===== config.mk =====
export PLATFORM = sky130hd
export DESIGN_NAME = dram_access_arbiter_flat
export DESIGN_NICKNAME = d
export VERILOG_FILES = /design/src/rtl/dram_access_arbiter_if.sv /design/src/rtl/dram_access_arbiter.sv /design/src/flat_wrapper.sv
export SDC_FILE = /design/constraint.sdc
export NUM_CORES = 1
export LEC_CHECK = 0
export ABC_CLOCK_PERIOD_IN_PS = 25200
export BUFFER_PORTS_ARGS = -buffer_cell sky130_fd_sc_hd__buf_2
export CORE_AREA = 3 3 353 355
export CTS_CLUSTER_SIZE = 28
export DETAILED_ROUTE_END_ITERATION = 7
export DIE_AREA = 0 0 356 358
export PLACE_DENSITY_LB_ADDON = 0.08
export SYNTH_ARGS = -nofsm -noshare
export SYNTH_HDL_FRONTEND = slang
export SYNTH_SLANG_ARGS = --single-unit

===== constraint.sdc =====
create_clock -name clk -period 25.2 [get_ports clk]
set_input_delay 3.78 -clock clk [delete_from_list [all_inputs] [get_ports clk]]
set_output_delay 3.78 -clock clk [all_outputs]
set_load 0.01 [all_outputs]

===== src/rtl/dram_access_arbiter_if.sv =====
// Requester-side and memory-side signals of the shared 128-bit data-RAM port.
interface dram_access_arbiter_if;
    logic [31:0]  c_radr, u_radr;
    logic         c_rstart, u_rstart;
    logic [31:0]  c_wadr, u_wadr;
    logic [127:0] c_wdata, u_wdata;
    logic [15:0]  c_mask, u_mask;
    logic         c_wen, u_wen;
    logic         c_read_valid, u_read_valid;
    logic         c_wresp, u_wresp;
    logic         c_busy, u_busy;
    logic [127:0] rdata;
    logic [31:0]  m_radr;
    logic         m_rstart;
    logic [31:0]  m_wadr;
    logic [127:0] m_wdata;
    logic [15:0]  m_mask;
    logic         m_wen;
    logic [127:0] m_rdata;
    logic         m_read_valid;
    logic         m_wresp;

    modport slave (
        input  c_radr, c_rstart, c_wadr, c_wdata, c_mask, c_wen,
        input  u_radr, u_rstart, u_wadr, u_wdata, u_mask, u_wen,
        input  m_rdata, m_read_valid, m_wresp,
        output c_read_valid, c_wresp, c_busy,
        output u_read_valid, u_wresp, u_busy, rdata,
        output m_radr, m_rstart, m_wadr, m_wdata, m_mask, m_wen
    );

    modport master (
        output c_radr, c_rstart, c_wadr, c_wdata, c_mask, c_wen,
        output u_radr, u_rstart, u_wadr, u_wdata, u_mask, u_wen,
        output m_rdata, m_read_valid, m_wresp,
        input  c_read_valid, c_wresp, c_busy,
        input  u_read_valid, u_wresp, u_busy, rdata,
        input  m_radr, m_rstart, m_wadr, m_wdata, m_mask, m_wen
    );
endinterface


===== src/rtl/dram_access_arbiter.sv =====
// Round-robin arbiter sharing one data-RAM port between CPU (0) and UART (1).
module dram_access_arbiter #(
    parameter int unsigned TOUT = 255,
    parameter int unsigned TW   = 8
) (
    input  logic                  clk,
    input  logic                  rst_n,
    dram_access_arbiter_if.slave  bus,
    input  logic                  err_clr,
    output logic                  ovf_err,
    output logic                  to_err
);
    typedef enum logic [1:0] {IDLE, RD_WAIT, WR_WAIT} state_e;
    localparam logic [TW-1:0] TOUT_W = TW'(TOUT);

    state_e        state_q, state_d;
    logic          owner_q, rr_q;
    logic [TW-1:0] wd_q;
    logic          ovf_q, to_q;

    logic [1:0]    pend_q, pwr_q;
    logic [31:0]   padr_q [2];
    logic [127:0]  pdat_q [2];
    logic [15:0]   pmsk_q [2];

    logic [1:0]    wen_in, rd_in, pulse, req, issue, load, drop;
    logic [31:0]   adr_in [2];
    logic [127:0]  dat_in [2];
    logic [15:0]   msk_in [2];

    logic          grant, gsel, g_wr;
    logic [31:0]   g_adr;
    logic [127:0]  g_dat;
    logic [15:0]   g_msk;
    logic          tout, rd_done, wr_done, ovf_set, to_set;

    assign wen_in    = {bus.u_wen, bus.c_wen};
    assign rd_in     = {bus.u_rstart, bus.c_rstart};
    assign pulse     = wen_in | rd_in;
    assign adr_in[0] = bus.c_wen ? bus.c_wadr : bus.c_radr;
    assign adr_in[1] = bus.u_wen ? bus.u_wadr : bus.u_radr;
    assign dat_in[0] = bus.c_wdata;
    assign dat_in[1] = bus.u_wdata;
    assign msk_in[0] = bus.c_mask;
    assign msk_in[1] = bus.u_mask;

    // An incoming pulse bypasses an empty buffer so an idle grant costs no cycle.
    assign req = pend_q | pulse;

    always_comb begin
        gsel = req[1];
        if (&req) gsel = rr_q;
        grant = (state_q == IDLE) && (|req);
        issue = '0;
        if (grant) issue[gsel] = 1'b1;
        g_wr  = pend_q[gsel] ? pwr_q[gsel]  : wen_in[gsel];
        g_adr = pend_q[gsel] ? padr_q[gsel] : adr_in[gsel];
        g_dat = pend_q[gsel] ? pdat_q[gsel] : dat_in[gsel];
        g_msk = pend_q[gsel] ? pmsk_q[gsel] : msk_in[gsel];
    end

    // Load when empty and not bypassed, or when the held entry leaves now.
    assign load    = pulse & ~(pend_q ^ issue);
    assign drop    = pulse & pend_q & ~issue;
    assign ovf_set = rst_n && ((|drop) || (|(wen_in & rd_in)));

    assign tout    = (state_q != IDLE) && (wd_q == TOUT_W);
    assign rd_done = (state_q == RD_WAIT) && (bus.m_read_valid || tout);
    assign wr_done = (state_q == WR_WAIT) && (bus.m_wresp || tout);
    assign to_set  = rst_n && tout &&
                     !((state_q == RD_WAIT && bus.m_read_valid) ||
                       (state_q == WR_WAIT && bus.m_wresp));

    always_ff @(posedge clk) begin
        if (!rst_n) state_q <= IDLE;
        else        state_q <= state_d;
    end

    always_comb begin
        state_d = state_q;
        unique case (state_q)
            IDLE:    if (grant) state_d = g_wr ? WR_WAIT : RD_WAIT;
            RD_WAIT: if (rd_done) state_d = IDLE;
            WR_WAIT: if (wr_done) state_d = IDLE;
            default: state_d = IDLE;
        endcase
    end

    always_comb begin
        bus.c_read_valid = rd_done && !owner_q;
        bus.u_read_valid = rd_done && owner_q;
        bus.c_wresp      = wr_done && !owner_q;
        bus.u_wresp      = wr_done && owner_q;
        bus.c_busy       = pend_q[0] || (state_q != IDLE && !owner_q);
        bus.u_busy       = pend_q[1] || (state_q != IDLE && owner_q);
        bus.rdata        = bus.m_rdata;
        ovf_err          = ovf_q || ovf_set;
        to_err           = to_q || to_set;
    end

    always_ff @(posedge clk) begin
        if (!rst_n) begin
            owner_q      <= 1'b0;
            rr_q         <= 1'b0;
            wd_q         <= '0;
            ovf_q        <= 1'b0;
            to_q         <= 1'b0;
            bus.m_radr   <= '0;
            bus.m_rstart <= 1'b0;
            bus.m_wadr   <= '0;
            bus.m_wdata  <= '0;
            bus.m_mask   <= '0;
            bus.m_wen    <= 1'b0;
        end else begin
            bus.m_rstart <= 1'b0;
            bus.m_wen    <= 1'b0;
            wd_q         <= (state_q == IDLE) ? '0 : wd_q + 1'b1;
            if (grant) begin
                owner_q      <= gsel;
                rr_q         <= ~gsel;
                bus.m_rstart <= ~g_wr;
                bus.m_wen    <= g_wr;
                if (g_wr) begin
                    bus.m_wadr  <= {g_adr[31:4], 4'h0};
                    bus.m_wdata <= g_dat;
                    bus.m_mask  <= g_msk;
                end else begin
                    bus.m_radr  <= {g_adr[31:4], 4'h0};
                end
            end
            if (ovf_set)      ovf_q <= 1'b1;
            else if (err_clr) ovf_q <= 1'b0;
            if (to_set)       to_q  <= 1'b1;
            else if (err_clr) to_q  <= 1'b0;
        end
    end

    always_ff @(posedge clk) begin
        if (!rst_n) begin
            pend_q <= '0;
            pwr_q  <= '0;
        end else begin
            for (int x = 0; x < 2; x++) begin
                if (load[x]) begin
                    pend_q[x] <= 1'b1;
                    pwr_q[x]  <= wen_in[x];
                    padr_q[x] <= adr_in[x];
                    pdat_q[x] <= dat_in[x];
                    pmsk_q[x] <= msk_in[x];
                end else if (issue[x]) begin
                    pend_q[x] <= 1'b0;
                end
            end
        end
    end
endmodule


===== src/flat_wrapper.sv =====
// flat-port wrapper written by rule: the top's interface ports become plain ports
module dram_access_arbiter_flat 
#(
    parameter int unsigned TOUT = 255,
    parameter int unsigned TW   = 8
)
  (clk, rst_n, err_clr, ovf_err, to_err, bus_c_radr, bus_c_rstart, bus_c_wadr, bus_c_wdata, bus_c_mask, bus_c_wen, bus_u_radr, bus_u_rstart, bus_u_wadr, bus_u_wdata, bus_u_mask, bus_u_wen, bus_m_rdata, bus_m_read_valid, bus_m_wresp, bus_c_read_valid, bus_c_wresp, bus_c_busy, bus_u_read_valid, bus_u_wresp, bus_u_busy, bus_rdata, bus_m_radr, bus_m_rstart, bus_m_wadr, bus_m_wdata, bus_m_mask, bus_m_wen);
  dram_access_arbiter_if bus_i ();
  input  logic clk;
  input  logic rst_n;
  input  logic err_clr;
  output logic ovf_err;
  output logic to_err;
  input wire logic [$bits(bus_i.c_radr)-1:0] bus_c_radr;
  input wire logic [$bits(bus_i.c_rstart)-1:0] bus_c_rstart;
  input wire logic [$bits(bus_i.c_wadr)-1:0] bus_c_wadr;
  input wire logic [$bits(bus_i.c_wdata)-1:0] bus_c_wdata;
  input wire logic [$bits(bus_i.c_mask)-1:0] bus_c_mask;
  input wire logic [$bits(bus_i.c_wen)-1:0] bus_c_wen;
  input wire logic [$bits(bus_i.u_radr)-1:0] bus_u_radr;
  input wire logic [$bits(bus_i.u_rstart)-1:0] bus_u_rstart;
  input wire logic [$bits(bus_i.u_wadr)-1:0] bus_u_wadr;
  input wire logic [$bits(bus_i.u_wdata)-1:0] bus_u_wdata;
  input wire logic [$bits(bus_i.u_mask)-1:0] bus_u_mask;
  input wire logic [$bits(bus_i.u_wen)-1:0] bus_u_wen;
  input wire logic [$bits(bus_i.m_rdata)-1:0] bus_m_rdata;
  input wire logic [$bits(bus_i.m_read_valid)-1:0] bus_m_read_valid;
  input wire logic [$bits(bus_i.m_wresp)-1:0] bus_m_wresp;
  output wire logic [$bits(bus_i.c_read_valid)-1:0] bus_c_read_valid;
  output wire logic [$bits(bus_i.c_wresp)-1:0] bus_c_wresp;
  output wire logic [$bits(bus_i.c_busy)-1:0] bus_c_busy;
  output wire logic [$bits(bus_i.u_read_valid)-1:0] bus_u_read_valid;
  output wire logic [$bits(bus_i.u_wresp)-1:0] bus_u_wresp;
  output wire logic [$bits(bus_i.u_busy)-1:0] bus_u_busy;
  output wire logic [$bits(bus_i.rdata)-1:0] bus_rdata;
  output wire logic [$bits(bus_i.m_radr)-1:0] bus_m_radr;
  output wire logic [$bits(bus_i.m_rstart)-1:0] bus_m_rstart;
  output wire logic [$bits(bus_i.m_wadr)-1:0] bus_m_wadr;
  output wire logic [$bits(bus_i.m_wdata)-1:0] bus_m_wdata;
  output wire logic [$bits(bus_i.m_mask)-1:0] bus_m_mask;
  output wire logic [$bits(bus_i.m_wen)-1:0] bus_m_wen;
  assign bus_i.c_radr = bus_c_radr;
  assign bus_i.c_rstart = bus_c_rstart;
  assign bus_i.c_wadr = bus_c_wadr;
  assign bus_i.c_wdata = bus_c_wdata;
  assign bus_i.c_mask = bus_c_mask;
  assign bus_i.c_wen = bus_c_wen;
  assign bus_i.u_radr = bus_u_radr;
  assign bus_i.u_rstart = bus_u_rstart;
  assign bus_i.u_wadr = bus_u_wadr;
  assign bus_i.u_wdata = bus_u_wdata;
  assign bus_i.u_mask = bus_u_mask;
  assign bus_i.u_wen = bus_u_wen;
  assign bus_i.m_rdata = bus_m_rdata;
  assign bus_i.m_read_valid = bus_m_read_valid;
  assign bus_i.m_wresp = bus_m_wresp;
  assign bus_c_read_valid = bus_i.c_read_valid;
  assign bus_c_wresp = bus_i.c_wresp;
  assign bus_c_busy = bus_i.c_busy;
  assign bus_u_read_valid = bus_i.u_read_valid;
  assign bus_u_wresp = bus_i.u_wresp;
  assign bus_u_busy = bus_i.u_busy;
  assign bus_rdata = bus_i.rdata;
  assign bus_m_radr = bus_i.m_radr;
  assign bus_m_rstart = bus_i.m_rstart;
  assign bus_m_wadr = bus_i.m_wadr;
  assign bus_m_wdata = bus_i.m_wdata;
  assign bus_m_mask = bus_i.m_mask;
  assign bus_m_wen = bus_i.m_wen;
  dram_access_arbiter #(.TOUT(TOUT), .TW(TW)) u_core (.clk(clk), .rst_n(rst_n), .bus(bus_i), .err_clr(err_clr), .ovf_err(ovf_err), .to_err(to_err));
endmodule

==> summary.md, run 1 <==
| Metric | Value |
|---|---|
| Area grow syn2layout | `27.0%` |
| Post-CTS Setup Inserts | `0` |
| CP endpoint kind | `primary output` |
| Max-slew violation count | `0` |
| Hold buffer count at CTS | `0` |
| Mapped Cells | `1522` |
| Asr flop ratio synth | `0%` |
| CP top delay family | `buffers and inverters` |
| Worst hold path endpoint | `u_core.wd_q[0]$_SDFF_PP0_` |
| CTS clk-pin slew, worst paths | `0.05 ns` |
| Via count | `15700` |
| Critical path's slowest cell | `buf_2` |
| YS warnings | `0` |
| Post-CTS sizing | `0` |
| Number of clock sinks | `564` |
| WL per Instance | `23.7 µm` |
| Outcome | `completed` |
| Clk_lat worst skew | `0.63 ns` |
| Vias/cell | `4.26` |
| Static Leak | `11.3 nW` |
| Max Freq | `101 MHz` |
| Total gr overflow | `0` |
| Max Cap Violations | `0` |
| Fin crit share | `39.3%` |
| Relative slew slack | `22.5%` |
| Layout cells sized above 1 | `47.4%` |
| Share of the synthesized area in the top cell type | `43.7%` |
| Sequential area share after synthesis | `62.4%` |
| Die Wd | `356 µm` |
| Main area contributors after synthesis | `edfxtp_1 44%, dfxtp_1 19%, mux4_2 14%` |
| Commonest cells post-synth | `344 x edfxtp_1, 220 x dfxtp_1, 144 x a22o_1, 144 x mux4_2, 140 x buf_4` |
| Most used cell, CP | `buf_2` |
| Finished Core Util | `24.6%` |
| Worst R2R Setup Slack | `20.03 ns` |
| Number of remaining DRC errors | `0` |
| CTS tree | `yes` |
| Final #Nets | `2547` |
| Final hold violation count | `0` |
| Die Ht | `358 µm` |
| FF-to-FF Start | `u_core.rr_q$_SDFFE_PN0P_` |
| Data arrival, critical path | `6.12 ns` |
| Crit path max fanout | `36` |
| Starting DRT DRC Count | `964` |
| DP Cell Count | `3542` |
| First-pass GRT wire length | `122000 µm` |
| Final Skew | `0.0233 ns` |
| Critical path buffers and inverters | `2` |
| Post-DP HPWL | `57100 µm` |
| Cell Chain, Critical Path | `buf_2 > or3_1 > o211ai_1 > and3_1 > o21ai_0 > nand2b_1 > buf_2` |
| Slowest Stage Delay on Critical Path | `0.82 ns` |
| Distinct cells, synth | `51` |
| Site Rows | `128` |
| Setup TNS | `0 ns` |
| Critical R2R Capture | `u_core.bus.m_wdata[38]$_SDFFE_PN0P_` |
| Initial antenna violation count | `26` |
| IO buf count | `618` |
| Seq cells post-synth | `564` |
| RSZ-0062 raised after global routing | `no` |
| Post-Syn Area | `23600 µm²` |
| Worst VDD drop | `0.0755 mV` |
| GR Util All Layers | `13.1%` |
| Main flop type after synthesis | `edfxtp_1` |
| Number of global-route vias before repair | `16300` |
| Core ar. | `122000 µm²` |
| Startpoint types | `primary input` |
| H-tree levels | `3` |
| Min Clock Period, post-route | `9.90 ns` |
| Final ANT Viol Nets | `0` |
| Synthesized area per cell | `15.5 µm²` |
| First drt pass iteration count | `5` |
| GP Congestion | `0.748` |
| Clk buf depth | `3` |
| Least-Margin Pin Slew | `1.16 ns` |
| Layout fillers | `12700` |
| CP required | `21.42 ns` |
| Critical path class | `primary input to primary output` |
| Hold path start | `u_core.wd_q[0]$_SDFF_PP0_` |
| Root Buffer | `clkbuf_16` |
| EDFF count, synth | `344` |
| Min-delay worst type | `flip-flop to flip-flop` |
| Pwr dens | `133 nW/µm²` |
| Finished Layout Cells | `3692` |
| Die Area | `127000 µm²` |
| TritonCTS Buffers | `74` |
| Final setup viols | `0` |
| WHS Path Cells | `1` |
| Top-count cell post-synth | `edfxtp_1` |
| Largest net degree at the start of global routing | `118` |
| Largest area contributor in the netlist | `edfxtp_1` |
| Routed wire length | `87400 µm` |
| Boundary Pins | `899` |
| Starting Density | `19.4%` |
| Worst r2r path cells | `8` |
## power breakdown
| part | total [mW] | internal, mW | switching [mW] |
|---|---|---|---|
| clock network | 1.07 | 0.641 | 0.433 |
| registers | 1.43 | 1.32 | 0.117 |
| logic | 1.47 | 0.584 | 0.886 |
## logic make-up after synthesis
group                    count (synthesis)  synth area share, %
AND/OR/NAND/NOR                        169                 3.24
adder cells (fa/ha/maj)                  2               0.0953
XOR/XNOR                                 6                0.223
flip-flops                             564                 62.4
buffers and inverters                  258                 6.79
other                                    1               0.0159
multiplexers                           200                 16.4
AO/OA/AOI/OAI                          322                 10.8
## metal layers
layer	routed length [µm]	share of wire, %	GRT usage (%)	vias up
li1	-	-	-	6911
met1	37700	43	16.6	8044
met2	40700	47	20.8	615
met3	6670	7.6	4.72	153
met4	2230	2.5	3.83	16
met5	93	0.11	0	-
## cells in the final DEF, fill, tap and decap left out, types with 8 or more instances in the layout
| master | instances |
|---|---|
| buf_4 | 23 |
| edfxtp_1 | 344 |
| clkinv_2 | 11 |
| clkbuf_8 | 12 |
| nor3_1 | 30 |
| nand2_1 | 10 |
| diode_2 | 13 |
| a211oi_1 | 59 |
| clkbuf_1 | 19 |
| dfxtp_1 | 220 |
| a31oi_1 | 28 |
| a22o_1 | 144 |
| clkbuf_16 | 75 |
| o21ai_0 | 32 |
| conb_1 | 8 |
| mux2_2 | 56 |
| buf_2 | 618 |
| nor2_1 | 97 |
| mux4_2 | 144 |
| o32a_1 | 28 |
## registers in the layout, indices dropped and copies added, names as in the netlist
name / count
u_core.pend_q: 2
u_core.ovf_q: 1
u_core.padr_q: 56
u_core.wd_q: 8
u_core.pdat_q: 256
u_core.bus.m_mask: 16
u_core.bus.m_wdata: 128
u_core.pwr_q: 2
u_core.pmsk_q: 32
u_core.rr_q: 1
u_core.state_q: 2
u_core.owner_q: 1
u_core.bus.m_wadr: 28
u_core.bus.m_wen: 1
u_core.bus.m_radr: 28
u_core.bus.m_rstart: 1
u_core.to_q: 1
## how the worst max path moves through the flow
stage                    from                              to  slack, ns  depth (start not counted)
global route        bus_u_wen                         ovf_err      15.07                          7
floorplan           bus_u_wen  u_core.padr_q[0][10]$_DFFE_PP_       6.87                          5
CTS                 bus_u_wen                         ovf_err      15.21                          7
global placement    bus_u_wen                         ovf_err      15.30                          7
detailed placement  bus_u_wen                         ovf_err      15.23                          7
finish              bus_u_wen                         ovf_err      15.30                          7
## through the flow
stage / setup WS (ns) / hold WS, ns / instance area [µm²] / total power, mW
global route: 15.07 / 0.472 / 30000 / 4.23
floorplan: 6.87 / 0.413 / 23600 / 2.43
CTS: 15.21 / 0.440 / 30000 / 4.09
finish: 15.30 / 0.434 / 30000 / 3.98
detailed placement: 15.23 / 0.431 / 27500 / 2.98
global placement: 15.30 / 0.422 / 27500 / 2.97
## layout make-up
| cell class | count | area, µm² | area share, % |
|---|---|---|---|
| multi-input cells | 707 | 7390 | 24.6 |
| flip-flops and latches | 564 | 14700 | 49.1 |
| inverters | 3 | 11.3 | 0.0376 |
| diodes | 13 | 32.5 | 0.108 |
| repair buffers | 643 | 3310 | 11.0 |
| clock inverters | 31 | 368 | 1.23 |
| well taps | 1625 | 2030 | 6.78 |
| clock buffers | 106 | 2110 | 7.05 |
## worst reg2reg max path, stage by stage (launching register included)
cell and delay (ns):
dfxtp_1 0.56, or2_1 0.24, o221a_4 0.71, buf_4 0.90
a211o_1 0.23, buf_4 0.42, and4_4 0.94, buf_4 0.78
a22o_1 0.33
Note: power is estimated with default switching activity, not from simulation.
==> inputs of run 2 (changes only) <==
ABC_CLOCK_PERIOD_IN_PS = 9900   (was 25200)
CORE_AREA = 3 3 347 349   (was 3 3 353 355)
DIE_AREA = 0 0 350 352   (was 0 0 356 358)
clock period = 9.9 ns   (was 25.2 ns; I/O delays follow)
==> summary.md, run 2 (synthesis gave the netlist of run 1 again) <==
| Metric | Value |
|---|---|
| GR Util All Layers | `13.2% (+0.089 points)` |
| Via count | `15600 (-0.59%)` |
| Max Cap Violations | `0 (unchanged)` |
| Critical path's slowest cell | `o31ai_1` |
| Worst VDD drop | `0.199 mV (+160%)` |
| Layout cells sized above 1 | `47.1% (-0.27 points)` |
| FF-to-FF Start | `u_core.rr_q$_SDFFE_PN0P_` |
| Number of remaining DRC errors | `0 (unchanged)` |
| Initial antenna violation count | `37 (+42%)` |
| Multi-input gate area | `7380 µm² (-0.15%)` |
| Clk buf depth | `3 (unchanged)` |
| Relative slew slack | `13.0% (-9.6 points)` |
| IO buf count | `618 (unchanged)` |
| Root Buffer | `clkbuf_16` |
| Starting Density | `20.1% (+0.65 points)` |
| Least-Margin Pin Slew | `1.31 ns (+0.143 ns)` |
| Die Area | `123000 µm² (-3.3%)` |
| Vias/cell | `4.34 (+1.7%)` |
| Final ANT Viol Nets | `0 (unchanged)` |
| Number of global-route vias before repair | `16300 (-0.31%)` |
| RSZ-0062 raised after global routing | `no` |
| Routed wire length | `84100 µm (-3.8%)` |
| Pwr dens | `336 nW/µm² (+150%)` |
| Static Leak | `11.3 nW (-0.54%)` |
| Data arrival, critical path | `3.72 ns (-2.40 ns)` |
| Slowest Stage Delay on Critical Path | `0.71 ns (-0.11 ns)` |
| Total gr overflow | `0 (unchanged)` |
| Most used cell, CP | `buf_2` |
| Layout fillers | `12300 (-3.7%)` |
| Min Clock Period, post-route | `5.21 ns` |
| Final Skew | `0.0266 ns (+0.00328 ns)` |
| Dpl ws | `4.48 ns (-10.75 ns)` |
| Post-CTS sizing | `0 (unchanged)` |
| Worst R2R Setup Slack | `6.28 ns (-13.75 ns)` |
| CTS tree | `yes` |
| Max FFs per register | `256 (unchanged)` |
| WHS Path Cells | `1 (unchanged)` |
| Hold buffer count at CTS | `0 (unchanged)` |
| Number of clock sinks | `564 (unchanged)` |
| Post-CTS Setup Inserts | `0 (unchanged)` |
| CP endpoint kind | `primary output` |
| Post-DP HPWL | `54100 µm (-5.1%)` |
| Die Wd | `350 µm (-1.7%)` |
| First drt pass iteration count | `5 (unchanged)` |
| Core ar. | `118000 µm² (-3.2%)` |
| Max-slew violation count | `0 (unchanged)` |
| Commonest cells after routing, fill and taps aside | `618 x buf_2, 344 x edfxtp_1, 220 x dfxtp_1` |
| TritonCTS Buffers | `73 (-1.4%)` |
| Worst r2r path cells | `7 (-1)` |
| Largest registers | `u_core.pdat_q x256, u_core.bus.m_wdata x128, u_core.padr_q x56` |
| Cell Chain, Critical Path | `buf_2 > buf_4 > o31ai_1 > a211oi_1 > a221o_1 > o21ai_0 > nand2b_1 > buf_2` |
| Most common cell after layout, fill and taps aside | `buf_2` |
| DP Area | `27400 µm² (-0.36%)` |
| CP required | `8.42 ns (-13.00 ns)` |
| Starting DRT DRC Count | `938 (-2.7%)` |
| Final #Nets | `2544 (-0.12%)` |
| Clk_lat worst skew | `0.62 ns (about the same)` |
| H-tree levels | `3 (unchanged)` |
| Fin crit share | `52.6%` |
| First-pass GRT wire length | `121000 µm (-0.93%)` |
| Crit path max fanout | `36 (unchanged)` |
| Finished Core Util | `25.3% (+0.67 points)` |
| Setup slack after layout | `4.69 ns (-10.60 ns)` |
| Critical R2R Capture | `u_core.bus.m_wdata[38]$_SDFFE_PN0P_` |
| Site Rows | `126 (-1.6%)` |
| Critical path class | `primary input to primary output` |
| Min-delay worst type | `flip-flop to flip-flop` |
| Max Freq | `192 MHz` |
| WL per Instance | `23.3 µm (-1.6%)` |
| CTS clk-pin slew, worst paths | `0.05 ns (about the same)` |
| Outcome | `completed` |
| Area grow syn2layout | `26.2%` |
| Setup TNS | `0 ns (unchanged)` |
| Final setup viols | `0 (unchanged)` |
| CP top delay family | `compound AO/OA/AOI/OAI gates` |
| Critical path buffers and inverters | `3 (+1)` |
| GP Congestion | `0.740 (-1.0%)` |
| Startpoint types | `primary input` |
| Hold path start | `u_core.wd_q[0]$_SDFF_PP0_` |
| Seq. cell area | `14700 µm² (unchanged)` |
| Die Ht | `352 µm (-1.7%)` |
| Boundary Pins | `899 (unchanged)` |
| Biggest register | `u_core.pdat_q` |
| Cell area after layout | `29800 µm² (-0.62%)` |
| Worst hold path endpoint | `u_core.wd_q[0]$_SDFF_PP0_` |
| Final hold violation count | `0 (unchanged)` |
| Largest net degree at the start of global routing | `123 (+4.2%)` |
[run 2: changes by cell type in the layout (fill, tap and decap cells not counted), moves of 2 or more]
cell	change
a21oi_2	+2
a21oi_4	-2
buf_12	+3
buf_4	-5
bufinv_16	-2
clkbuf_1	+8
clkinv_1	-3
clkinv_2	-2
diode_2	+9
[run 2: final cells by class]
cell class | instances | area share (%)
clock inverter | 23 | 0.819
timing repair buffer | 641 | 11.2
tap | 1536 | 6.45
sequential | 564 | 49.4
clock buffer | 113 | 7.15
multi-input combinational | 707 | 24.8
inverter | 3 | 0.0378
antenna | 22 | 0.185
[run 2: metal layers]
metal / GRT usage, % / share of wire, %
met3: 5.26 / 8.7
met2: 21.3 / 48
met4: 3.60 / 2.5
met1: 16.1 / 41
met5: 0 / 0.20
[run 2: how the worst max path moves through the flow]
stage / startpoint / to / slack, ns / cells after the start
global route: bus_u_wen / ovf_err / 4.49 / 8
CTS: bus_u_wen / ovf_err / 4.62 / 8
detailed placement: bus_c_wen / u_core.bus.m_wdata[38]$_SDFFE_PN0P_ / 4.48 / 9
floorplan: bus_u_wen / u_core.padr_q[0][10]$_DFFE_PP_ / 0.04 / 5
global placement: bus_c_wen / u_core.bus.m_wdata[38]$_SDFFE_PN0P_ / 4.48 / 9
finish: bus_u_wen / ovf_err / 4.69 / 8
[run 2: through the flow]
step / hold WS [ns] / cells / power, mW
finish: 0.442 / 3609 / 10.0
global route: 0.470 / 3593 / 10.6
CTS: 0.449 / 3587 / 10.3
detailed placement: 0.443 / 3451 / 7.53
global placement: 0.425 / 3451 / 7.52
floorplan: 0.413 / 1529 / 6.13
[run 2: worst register-to-register path, delay by kind of cell (launching register included)]
kind                   cells  cell delay [ns]
DFF                        1             0.55
and+or+nand+nor            3             0.97
AOI/OAI and AO/OA          2             0.82
buffers and inverters      2             1.23
[run 2: power breakdown]
| group | internal (mW) | total [mW] | leakage, nW | switching (mW) |
|---|---|---|---|---|
| sequential | 3.35 | 3.65 | 5.02 | 0.300 |
| combinational | 1.50 | 3.70 | 5.11 | 2.20 |
| clock | 1.57 | 2.65 | 1.16 | 1.08 |
| total | 6.42 | 10.0 | 11.3 | 3.58 |
==> inputs of run 3 (changes only) <==
ABC_AREA = 1   (was unset)
ABC_CLOCK_PERIOD_IN_PS = 5300   (was 9900)
CORE_AREA = 3 3 344 346   (was 3 3 347 349)
DIE_AREA = 0 0 347 349   (was 0 0 350 352)
clock period = 5.3 ns   (was 9.9 ns; I/O delays follow)
==> summary.md, run 3 <==
| Metric | Value |
|---|---|
| Biggest register | `u_core.pdat_q` |
| Die Ht | `349 µm (-0.85%)` |
| Hold buffer count at CTS | `0 (unchanged)` |
| Die Area | `121000 µm² (-1.7%)` |
| Crit path from | `u_core.state_q[1]$_SDFFE_PN0P_` |
| Vias/cell | `4.05 (-6.6%)` |
| Post-CTS Setup Inserts | `0 (unchanged)` |
| Max Cap Violations | `0 (unchanged)` |
| Critical path class | `flip-flop to primary output` |
| Clk buf depth | `3 (unchanged)` |
| Commonest cells post-synth | `1953 x nand2_1, 415 x inv_1, 364 x nor2_1` |
| WL per Instance | `17.3 µm (-26%)` |
| Main area contributors after synthesis | `edfxtp_1 36%, nand2_1 26%, dfxtp_1 16%` |
| Seq pwr share | `30.2% (-6.3 points)` |
| Most common cell after layout, fill and taps aside | `nand2_1` |
| Synthesized area per cell | `7.29 µm² (-53%)` |
| Largest area contributor in the netlist | `edfxtp_1` |
| Number of remaining DRC errors | `0 (unchanged)` |
| Final setup viols | `0 (unchanged)` |
| Share of the synthesized area in the top cell type | `36.4% (-7.4 points)` |
| Seq cells post-synth | `564 (unchanged)` |
| Data arrival, critical path | `3.09 ns (-0.63 ns)` |
| Layout fillers | `12900 (+5.0%)` |
| GP Congestion | `0.730 (-1.4%)` |
| Combinational share of power | `46.1% (+9.1 points)` |
| Site Rows | `125 (-0.79%)` |
| Pwr dens | `619 nW/µm² (+84%)` |
| Clk_lat worst skew | `0.65 ns (+0.03 ns)` |
| Startpoint types | `flip-flop` |
| P_sw | `9.48 mW (+160%)` |
| IO buf count | `618 (unchanged)` |
| CTS tree | `yes` |
| Relative slew slack | `29.0% (+16 points)` |
| Cell Chain, Critical Path | `nor2_4 > buf_4 > inv_1 > nor2_2 > buf_4 > nand2_1 > nand3_1 > nand2_1 > o21ai_0 > nand2_1 > buf_2` |
| Largest net degree at the start of global routing | `156 (+27%)` |
| Initial antenna violation count | `24 (-35%)` |
| Boundary Pins | `899 (unchanged)` |
| Min Clock Period, post-route | `3.88 ns` |
| Root Buffer | `clkbuf_16` |
| Post-CTS sizing | `0 (unchanged)` |
| Cell area after layout | `34400 µm² (+15%)` |
| Max FFs per register | `256 (unchanged)` |
| Sw frac | `44.6% (+8.8 points)` |
| CP endpoint kind | `primary output` |
| Final Skew | `0.0384 ns (+0.0119 ns)` |
| Hold path start | `bus_c_wdata[69]` |
| Worst r2r path cells | `10 (+3)` |
| Final hold violation count | `0 (unchanged)` |
| Least-Margin Pin Slew | `1.07 ns (-0.240 ns)` |
| CP top delay family | `buffers and inverters` |
| Asr flop ratio synth | `0% (unchanged)` |
| Max Freq | `258 MHz` |
| TritonCTS Buffers | `75 (+2.7%)` |
| DP Area | `31900 µm² (+17%)` |
| Distinct cells, synth | `31 (-39%)` |
| Core ar. | `116000 µm² (-1.7%)` |
| Critical path's slowest cell | `buf_4` |
| Max-slew violation count | `0 (unchanged)` |
| CTS clk-pin slew, worst paths | `0.06 ns (about the same)` |
| Main flop type after synthesis | `edfxtp_1` |
| Total gr overflow | `0 (unchanged)` |
| First drt pass iteration count | `5 (unchanged)` |
| CP required | `4.51 ns (-3.91 ns)` |
| Final ANT Viol Nets | `0 (unchanged)` |
| Starting DRT DRC Count | `1203 (+28%)` |
| First-pass GRT wire length | `150000 µm (+25%)` |
| Setup TNS | `0 ns (unchanged)` |
| Worst VDD drop | `0.450 mV (+130%)` |
| YS warnings | `0 (unchanged)` |
| H-tree levels | `3 (unchanged)` |
| Final #Nets | `4846 (+90%)` |
| Area grow syn2layout | `21.0%` |
| Number of global-route vias before repair | `23100 (+41%)` |
| Min-delay worst type | `primary input to flip-flop` |
| Outcome | `completed` |
| Fin crit share | `73.2%` |
| Post-Syn Area | `28400 µm² (+20%)` |
| Clock power frac | `23.7% (-2.8 points)` |
| Most used cell, CP | `nand2_1` |
| Crit path max fanout | `34 (-5.6%)` |
| Mapped Cells | `3898 (+160%)` |
| GR Util All Layers | `16.3% (+3.1 points)` |
| EDFF count, synth | `344 (unchanged)` |
| Layout cells sized above 1 | `18.5% (-29 points)` |
| Commonest cells after routing, fill and taps aside | `1952 x nand2_1, 617 x buf_2, 415 x inv_1` |
| Largest registers | `u_core.pdat_q x256, u_core.bus.m_wdata x128, u_core.padr_q x56` |
| Number of clock sinks | `564 (unchanged)` |
| Starting Density | `24.5% (+4.5 points)` |
| Critical path buffers and inverters | `4 (+1)` |
| Die Wd | `347 µm (-0.86%)` |
| Via count | `23800 (+52%)` |
| Static Leak | `17.8 nW (+58%)` |
| WHS Path Cells | `1 (unchanged)` |
| FF-to-FF Start | `u_core.state_q[1]$_SDFFE_PN0P_` |
| Slowest Stage Delay on Critical Path | `0.42 ns (-0.29 ns)` |
| Routed wire length | `102000 µm (+21%)` |
| Number of cells on the critical path | `11 (+3)` |
| RSZ-0062 raised after global routing | `no` |
| Top-count cell post-synth | `nand2_1` |
| Sequential area share after synthesis | `51.9% (-11 points)` |
| Internal power | `11.8 mW (+84%)` |
| Post-DP HPWL | `64800 µm (+20%)` |
==> run 3: layout make-up <==
class	count	area, µm²	share of cell area, %
sequential	564	14700	42.9
multi-input combinational	2581	10200	29.6
timing repair buffer	652	3520	10.2
clock buffer	115	2170	6.31
tap	1524	1910	5.55
inverter	418	1580	4.59
clock inverter	24	268	0.779
antenna	10	25.0	0.0728
==> run 3: power by group through the flow <==
| stage | clock (mW) | sequential [mW] | combinational [mW] |
|---|---|---|---|
| 3_3_place_gp | 0 | 6.51 | 10.1 |
| 6_report | 5.04 | 6.42 | 9.81 |
| 2_1_floorplan | 0 | 6.76 | 6.59 |
| 4_1_cts | 5.26 | 6.44 | 10.2 |
| 3_5_place_dp | 0 | 6.52 | 10.1 |
| 5_1_grt | 5.43 | 6.55 | 11.4 |
==> run 3: cells by family (layout without fill, tap and decap cells) <==
family          Yosys count  in the layout  share of synthesized area [%]
fa+ha+maj                 1              1                         0.0440
compound gates           75             75                           1.35
flops                   564            564                           51.9
buf+inv                 760           1209                           12.6
other cells               1             18                         0.0132
xor+xnor                  1              1                         0.0308
simple gates           2496           2496                           34.1
==> run 3: metrics by stage <==
stage	power (mW)	worst slack (ns)	util, %	instances	hold slack [ns]
after global placement	16.7	1.49	27.6	5739	0.433
final	21.3	1.42	29.7	5888	0.334
after detailed placement	16.6	1.50	27.6	5739	0.436
after floorplan	13.4	0.360	-	3905	0.418
after CTS	21.9	1.28	29.7	5878	0.260
after global routing	23.4	1.12	29.7	5880	0.285
==> run 3: path summary, 6_finish.rpt <==
path,to,slack [ns]
max,ovf_err,1.42
min,u_core.pdat_q[0][69]$_DFFE_PP_,0.33
max reg2reg,u_core.pmsk_q[0][0]$_DFFE_PP_,2.05
min reg2reg,u_core.wd_q[0]$_SDFF_PP0_,0.45
==> run 3: layer usage <==
layer	share of wire, %	global-route usage, %
met1	45	20.7
met2	47	27.0
met3	6.7	4.56
met4	2.1	4.61
met5	0.11	0
